## config.mk

```make
export PLATFORM = sky130hd
export DESIGN_NAME = axi4lite_target_ctrl_if
export DESIGN_NICKNAME = d
export VERILOG_FILES = /design/src/rtl/axi4lite_target_ctrl_if.sv
export SDC_FILE = /design/constraint.sdc
export NUM_CORES = 1
export LEC_CHECK = 0
export BUFFER_PORTS_ARGS = -buffer_cell sky130_fd_sc_hd__buf_2
export CELL_PAD_IN_SITES_DETAIL_PLACEMENT = 1
export CELL_PAD_IN_SITES_GLOBAL_PLACEMENT = 2
export CORE_MARGIN = 2
export CORE_UTILIZATION = 23
export CTS_CLUSTER_DIAMETER = 30
export DETAILED_ROUTE_END_ITERATION = 8
export HOLD_SLACK_MARGIN = 0.08
export PLACE_DENSITY_LB_ADDON = 0.3
export SLEW_MARGIN = 20
export SYNTH_ARGS = -nofsm -noshare
export SYNTH_HDL_FRONTEND = slang
export SYNTH_SLANG_ARGS = --single-unit
```

## constraint.sdc

```tcl
create_clock -name clock -period 2.32 [get_ports clock]
set_input_delay 0.116 -clock clock [delete_from_list [all_inputs] [get_ports clock]]
set_output_delay 0.116 -clock clock [all_outputs]
set_load 0.05 [all_outputs]
```

## src/rtl/axi4lite_target_ctrl_if.sv

```systemverilog
// axi4lite_target_ctrl_if
// Terminates the host AXI4-Lite control bus and turns each read or write into
// one held request on the internal control bus feeding the control-interface
// mux. Only one transaction is outstanding at a time.
//
// Ports:
//   clock, resetn           - clock (rising edge), async active-low reset
//   AW*/W*/B*               - AXI4-Lite write address, data and response channels
//   AR*/R*                  - AXI4-Lite read address and data channels
//   ctrlSel/ctrlWr/ctrlAddr - held control request (select, direction, byte address)
//   ctrlWrData/ctrlWrStrbs  - write payload for the control request
//   ctrlWrRdy               - write accepted by the addressed target
//   ctrlRdData/ctrlRdValid  - read return from the mux
module axi4lite_target_ctrl_if #(
    parameter int unsigned AXI_ADDR_WIDTH = 32
) (
    input  logic                      clock,
    input  logic                      resetn,
    input  logic                      AWVALID,
    output logic                      AWREADY,
    input  logic [AXI_ADDR_WIDTH-1:0] AWADDR,
    input  logic                      WVALID,
    output logic                      WREADY,
    input  logic [31:0]               WDATA,
    input  logic [3:0]                WSTRB,
    output logic                      BVALID,
    input  logic                      BREADY,
    output logic [1:0]                BRESP,
    input  logic                      ARVALID,
    output logic                      ARREADY,
    input  logic [AXI_ADDR_WIDTH-1:0] ARADDR,
    output logic                      RVALID,
    input  logic                      RREADY,
    output logic [31:0]               RDATA,
    output logic [1:0]                RRESP,
    output logic                      ctrlSel,
    output logic                      ctrlWr,
    output logic [10:0]               ctrlAddr,
    output logic [31:0]               ctrlWrData,
    output logic [3:0]                ctrlWrStrbs,
    input  logic                      ctrlWrRdy,
    input  logic [31:0]               ctrlRdData,
    input  logic                      ctrlRdValid
);

    localparam int unsigned DATA_W      = 32;
    localparam int unsigned STRB_W      = 4;
    localparam int unsigned CTRL_ADDR_W = 11;
    localparam int unsigned RESP_W      = 2;

    typedef enum logic [2:0] {
        IDLE    = 3'd0,
        WR_REQ  = 3'd1,
        WR_RESP = 3'd2,
        RD_REQ  = 3'd3,
        RD_RESP = 3'd4
    } state_t;

    state_t                   state_q, state_d;
    logic                     aw_ready_q, aw_ready_d;
    logic                     w_ready_q, w_ready_d;
    logic                     ar_ready_q, ar_ready_d;
    logic                     b_valid_q, b_valid_d;
    logic                     r_valid_q, r_valid_d;
    logic [DATA_W-1:0]        r_data_q, r_data_d;
    logic                     ctrl_sel_q, ctrl_sel_d;
    logic                     ctrl_wr_q, ctrl_wr_d;
    logic [CTRL_ADDR_W-1:0]   ctrl_addr_q, ctrl_addr_d;
    logic [DATA_W-1:0]        ctrl_wr_data_q, ctrl_wr_data_d;
    logic [STRB_W-1:0]        ctrl_wr_strbs_q, ctrl_wr_strbs_d;
    // 1 = read was granted last, so the write wins the next contention
    logic                     last_rd_q, last_rd_d;

    logic wr_elig_c;
    logic rd_elig_c;
    logic unused_addr_c;

    assign wr_elig_c = AWVALID && WVALID;
    assign rd_elig_c = ARVALID;

    // Only bits [10:2] of the AXI addresses reach the control bus
    assign unused_addr_c = ^{AWADDR, ARADDR};

    // Next-state and registered-output logic
    always_comb begin
        state_d         = state_q;
        aw_ready_d      = 1'b0;
        w_ready_d       = 1'b0;
        ar_ready_d      = 1'b0;
        b_valid_d       = b_valid_q;
        r_valid_d       = r_valid_q;
        r_data_d        = r_data_q;
        ctrl_sel_d      = ctrl_sel_q;
        ctrl_wr_d       = ctrl_wr_q;
        ctrl_addr_d     = ctrl_addr_q;
        ctrl_wr_data_d  = ctrl_wr_data_q;
        ctrl_wr_strbs_d = ctrl_wr_strbs_q;
        last_rd_d       = last_rd_q;

        unique case (state_q)
            IDLE: begin
                if (aw_ready_q) begin
                    // Ready pulse is up: the handshake completes on this edge
                    if (wr_elig_c) begin
                        ctrl_addr_d     = CTRL_ADDR_W'({AWADDR[CTRL_ADDR_W-1:2], 2'b00});
                        ctrl_wr_data_d  = WDATA;
                        ctrl_wr_strbs_d = WSTRB;
                        ctrl_sel_d      = 1'b1;
                        ctrl_wr_d       = 1'b1;
                        state_d         = WR_REQ;
                    end
                end else if (ar_ready_q) begin
                    if (rd_elig_c) begin
                        ctrl_addr_d = CTRL_ADDR_W'({ARADDR[CTRL_ADDR_W-1:2], 2'b00});
                        ctrl_sel_d  = 1'b1;
                        ctrl_wr_d   = 1'b0;
                        state_d     = RD_REQ;
                    end
                end else if (wr_elig_c && (!rd_elig_c || last_rd_q)) begin
                    aw_ready_d = 1'b1;
                    w_ready_d  = 1'b1;
                    last_rd_d  = 1'b0;
                end else if (rd_elig_c) begin
                    ar_ready_d = 1'b1;
                    last_rd_d  = 1'b1;
                end
            end
            WR_REQ: begin
                if (ctrlWrRdy) begin
                    ctrl_sel_d = 1'b0;
                    ctrl_wr_d  = 1'b0;
                    b_valid_d  = 1'b1;
                    state_d    = WR_RESP;
                end
            end
            WR_RESP: begin
                if (BREADY) begin
                    b_valid_d = 1'b0;
                    state_d   = IDLE;
                end
            end
            RD_REQ: begin
                if (ctrlRdValid) begin
                    r_data_d   = ctrlRdData;
                    ctrl_sel_d = 1'b0;
                    r_valid_d  = 1'b1;
                    state_d    = RD_RESP;
                end
            end
            RD_RESP: begin
                if (RREADY) begin
                    r_valid_d = 1'b0;
                    state_d   = IDLE;
                end
            end
            default: begin
                state_d = IDLE;
            end
        endcase
    end

    // State and output registers
    always_ff @(posedge clock or negedge resetn) begin
        if (!resetn) begin
            state_q         <= IDLE;
            aw_ready_q      <= 1'b0;
            w_ready_q       <= 1'b0;
            ar_ready_q      <= 1'b0;
            b_valid_q       <= 1'b0;
            r_valid_q       <= 1'b0;
            r_data_q        <= '0;
            ctrl_sel_q      <= 1'b0;
            ctrl_wr_q       <= 1'b0;
            ctrl_addr_q     <= '0;
            ctrl_wr_data_q  <= '0;
            ctrl_wr_strbs_q <= '0;
            last_rd_q       <= 1'b1;
        end else begin
            state_q         <= state_d;
            aw_ready_q      <= aw_ready_d;
            w_ready_q       <= w_ready_d;
            ar_ready_q      <= ar_ready_d;
            b_valid_q       <= b_valid_d;
            r_valid_q       <= r_valid_d;
            r_data_q        <= r_data_d;
            ctrl_sel_q      <= ctrl_sel_d;
            ctrl_wr_q       <= ctrl_wr_d;
            ctrl_addr_q     <= ctrl_addr_d;
            ctrl_wr_data_q  <= ctrl_wr_data_d;
            ctrl_wr_strbs_q <= ctrl_wr_strbs_d;
            last_rd_q       <= last_rd_d;
        end
    end

    assign AWREADY     = aw_ready_q;
    assign WREADY      = w_ready_q;
    assign ARREADY     = ar_ready_q;
    assign BVALID      = b_valid_q;
    assign BRESP       = RESP_W'(0);
    assign RVALID      = r_valid_q;
    assign RDATA       = r_data_q;
    assign RRESP       = RESP_W'(0);
    assign ctrlSel     = ctrl_sel_q;
    assign ctrlWr      = ctrl_wr_q;
    assign ctrlAddr    = ctrl_addr_q;
    assign ctrlWrData  = ctrl_wr_data_q;
    assign ctrlWrStrbs = ctrl_wr_strbs_q;

endmodule

```

==> flow_summary.json <==
{
  "cts_buffers": 9,
  "layout-drive-gt1-share": 0.589,
  "instances_no_fill": 678,
  "status": "finished clean",
  "core_area_um2": 15100,
  "rows": 45,
  "ys_types": 31,
  "switching_share": 0.492,
  "route.met3.wl_um": 622,
  "grt_pass1_wl_mm": 16.1,
  "vias": 2852,
  "post-place-cells": 588,
  "grt_antenna_before_repair": 1,
  "root_buffer": "clkbuf_16",
  "setup_tns_ns": 0,
  "grt-ovfl-total": 0,
  "antenna_left": 0,
  "place_hpwl_mm": 6.64,
  "cts_tree": "yes",
  "grt_pass1_vias": 3170,
  "wl_per_cell_um": 14.7,
  "die_y_um": 128,
  "worstReg2RegStart": "state_q[1]",
  "r2r-end": "ARREADY",
  "ys.warnings.count": 0,
  "intPower_mw": 4.17,
  "wl_met2_mm": 5.11,
  "hold_end": "BVALID",
  "rsz0062_at_grt": "false",
  "ys_seq_area_frac": 0.613,
  "cp_num_buf_inv": 2,
  "htree_levels": 3,
  "fin_crit_ns": 1.92,
  "fillers": 1634,
  "p_clk_frac": 0.169,
  "p_comb_frac": 0.516,
  "crit_path_start_kind": "flop",
  "synth-seq-cells": 87,
  "drv_slew": 0,
  "drt_iter0_drc": 49,
  "port_buffers": 178,
  "end_kind": "flop",
  "synth_top_area_frac": 0.605,
  "p_leak_nw": 2.83,
  "via_per_inst": 4.21,
  "layout_common_cells": "buf_2 (177), dfrtp_1 (86), mux2_2 (84)",
  "finalSetupViolations": 0,
  "synthTopCellsByArea": "dfrtp_1 (61%), mux2_2 (27%), buf_4 (1.5%)",
  "worst_path_dominant_cell_family": "buffers and inverters",
  "numClockSinks": 87,
  "grt_max_degree": 52,
  "fin_util": 0.374,
  "die-width_um": 128,
  "io_pins": 231,
  "report.final.hold_viol_count": 0,
  "initial_core_util": 0.235,
  "clkLatencyLatePin_ns": 0.34,
  "met1_length_mm": 3.93,
  "finClkSkew_ns": 0.00427,
  "worstPathCellList": "nor3_1 > buf_4 > nand3_1 > a31oi_1 > dlygate4sd3_1",
  "cp.required_ns": 2.60,
  "period_share": 0.828,
  "vdd_drop_max_v": 0.000533,
  "grt_usage": 0.128,
  "tightest_slew_ns": 0.511,
  "sequentialPowerShare": 0.315,
  "fmax_mhz": 521,
  "max_stage_delay_ns": 0.56,
  "final_common_cell": "buf_2",
  "die_area_um2": 16500,
  "drt_wl_total_mm": 9.97,
  "top_layer": "met4",
  "max_slew_margin": 0.659,
  "hold_path_class": "input port to flop",
  "arrival_ns": 2.20,
  "avgSynthCellArea_um2": 15.5,
  "rr_worst_depth": 5,
  "cts.path.max_buffers": 2,
  "power_density_nw_per_um2": 1450,
  "yosys.area.top_type": "dfrtp_1",
  "critPathLaunch": "state_q[1]",
  "drcViolationCount": 0,
  "hold_path_startpoint": "BREADY",
  "clk_pin_slew_worst_paths_ns": 0.06,
  "min_path_cells": 4,
  "synthCells": 229,
  "gp_congestion": 0.663,
  "crit_fanout": 13,
  "p_switching_mw": 4.03,
  "drt_first_pass_iters": 4,
  "area_growth_pct": 59.1,
  "crit_slowest_cell": "dfrtp_1",
  "syn_area_um2": 3560,
  "cap_violations": 0,
  "path_class": "flop to flop",
  "nets": 625,
  "regToRegSetupSlack_ns": 0.40
}
through the flow:
stage               instance area [um2]  hold slack (ns)  setup WS, ns  total power [mW]
floorplan                          3570           -0.180         0.265              5.74
global placement                   4640            0.128         0.566              6.71
detailed placement                 4640            0.122         0.525              6.78
CTS                                5660           0.0857         0.397              8.31
global route                       5660            0.119         0.263              8.65
finish                             5660            0.103         0.400              8.21
cell type report:
| cell class | count | area, um2 | area share |
|---|---|---|---|
| Multi-Input combinational cell | 126 | 1260 | 0.222 |
| Inverter | 4 | 15.0 | 0.00265 |
| Tap cell | 188 | 235 | 0.0416 |
| Antenna cell | 1 | 2.50 | 0.000442 |
| Clock buffer | 10 | 239 | 0.0422 |
| Timing Repair Buffer | 256 | 1690 | 0.298 |
| Clock inverter | 6 | 45.0 | 0.00796 |
| Sequential cell | 87 | 2180 | 0.385 |
cells by family after synthesis:
logic type      share of synthesized area
mux                                 0.281
flops                               0.613
buf+inv                            0.0394
compound gates                     0.0359
simple gates                       0.0296
other cells                       0.00105
worst reg2reg max path, delay by kind of cell (launching register included):
| family | cells | cell delay, ns |
|---|---|---|
| simple gates | 2 | 0.41 |
| flops | 1 | 0.56 |
| buf+inv | 2 | 0.73 |
| compound gates | 1 | 0.15 |
timing repair:
item / CTS / global route
hold buffers: 73 / 0
resized for setup: 0 / 0
endpoints found under the hold margin: 107 / 0
setup buffers: 0 / 0
worst max-delay path by stage:
stage	to	slack, ns	cells past startpoint
floorplan	ctrlWrData[0]	0.27	4
global placement	ctrlAddr[4]	0.57	3
detailed placement	ctrlAddr[4]	0.53	3
CTS	ARREADY	0.40	5
global route	ARREADY	0.26	5
finish	ARREADY	0.40	5
routing by layer:
layer,GRT usage,vias to the layer above
met2,0.218,102
met1,0.144,1405
met5,0,-
li1,-,1324
met3,0.0333,21
met4,0.0769,0
sequential cells by signal, summed over array words and instances, names as in the netlist:
signal,count
ctrlWrData,32
RVALID,1
RDATA,32
state_q,3
last_rd_q,1
BVALID,1
ctrlSel,1
ctrlAddr,9
WREADY,1
ctrlWr,1
ARREADY,1
ctrlWrStrbs,4
cells in the mapped netlist:
cell / number
a2bb2oi_1: 1
nor2b_1: 2
nand3_2: 1
a32o_1: 1
nor4_4: 1
o31ai_1: 2
a31oi_1: 3
mux2i_1: 1
nor3_1: 1
mux2_2: 84
a21oi_1: 1
inv_1: 4
dfrtp_1: 86
buf_2: 4
o21ai_0: 5
nand4_1: 3
dfstp_2: 1
nand2b_1: 1
clkbuf_1: 2
nor2_1: 3
mux2_1: 2
o311a_1: 1
mux4_2: 1
buf_6: 4
nand3b_1: 2
buf_4: 7
o41ai_1: 1
nand3_1: 1
a211oi_1: 1
conb_1: 1
a21boi_4: 1
power groups by stage:
stage / clock network (mW) / registers (mW) / logic, mW
floorplan: 0 / 4.82 / 0.924
global placement: 0 / 2.57 / 4.14
detailed placement: 0 / 2.61 / 4.17
CTS: 1.45 / 2.59 / 4.27
global route: 1.53 / 2.69 / 4.43
finish: 1.39 / 2.58 / 4.24
(Power assumes the default switching activity.)
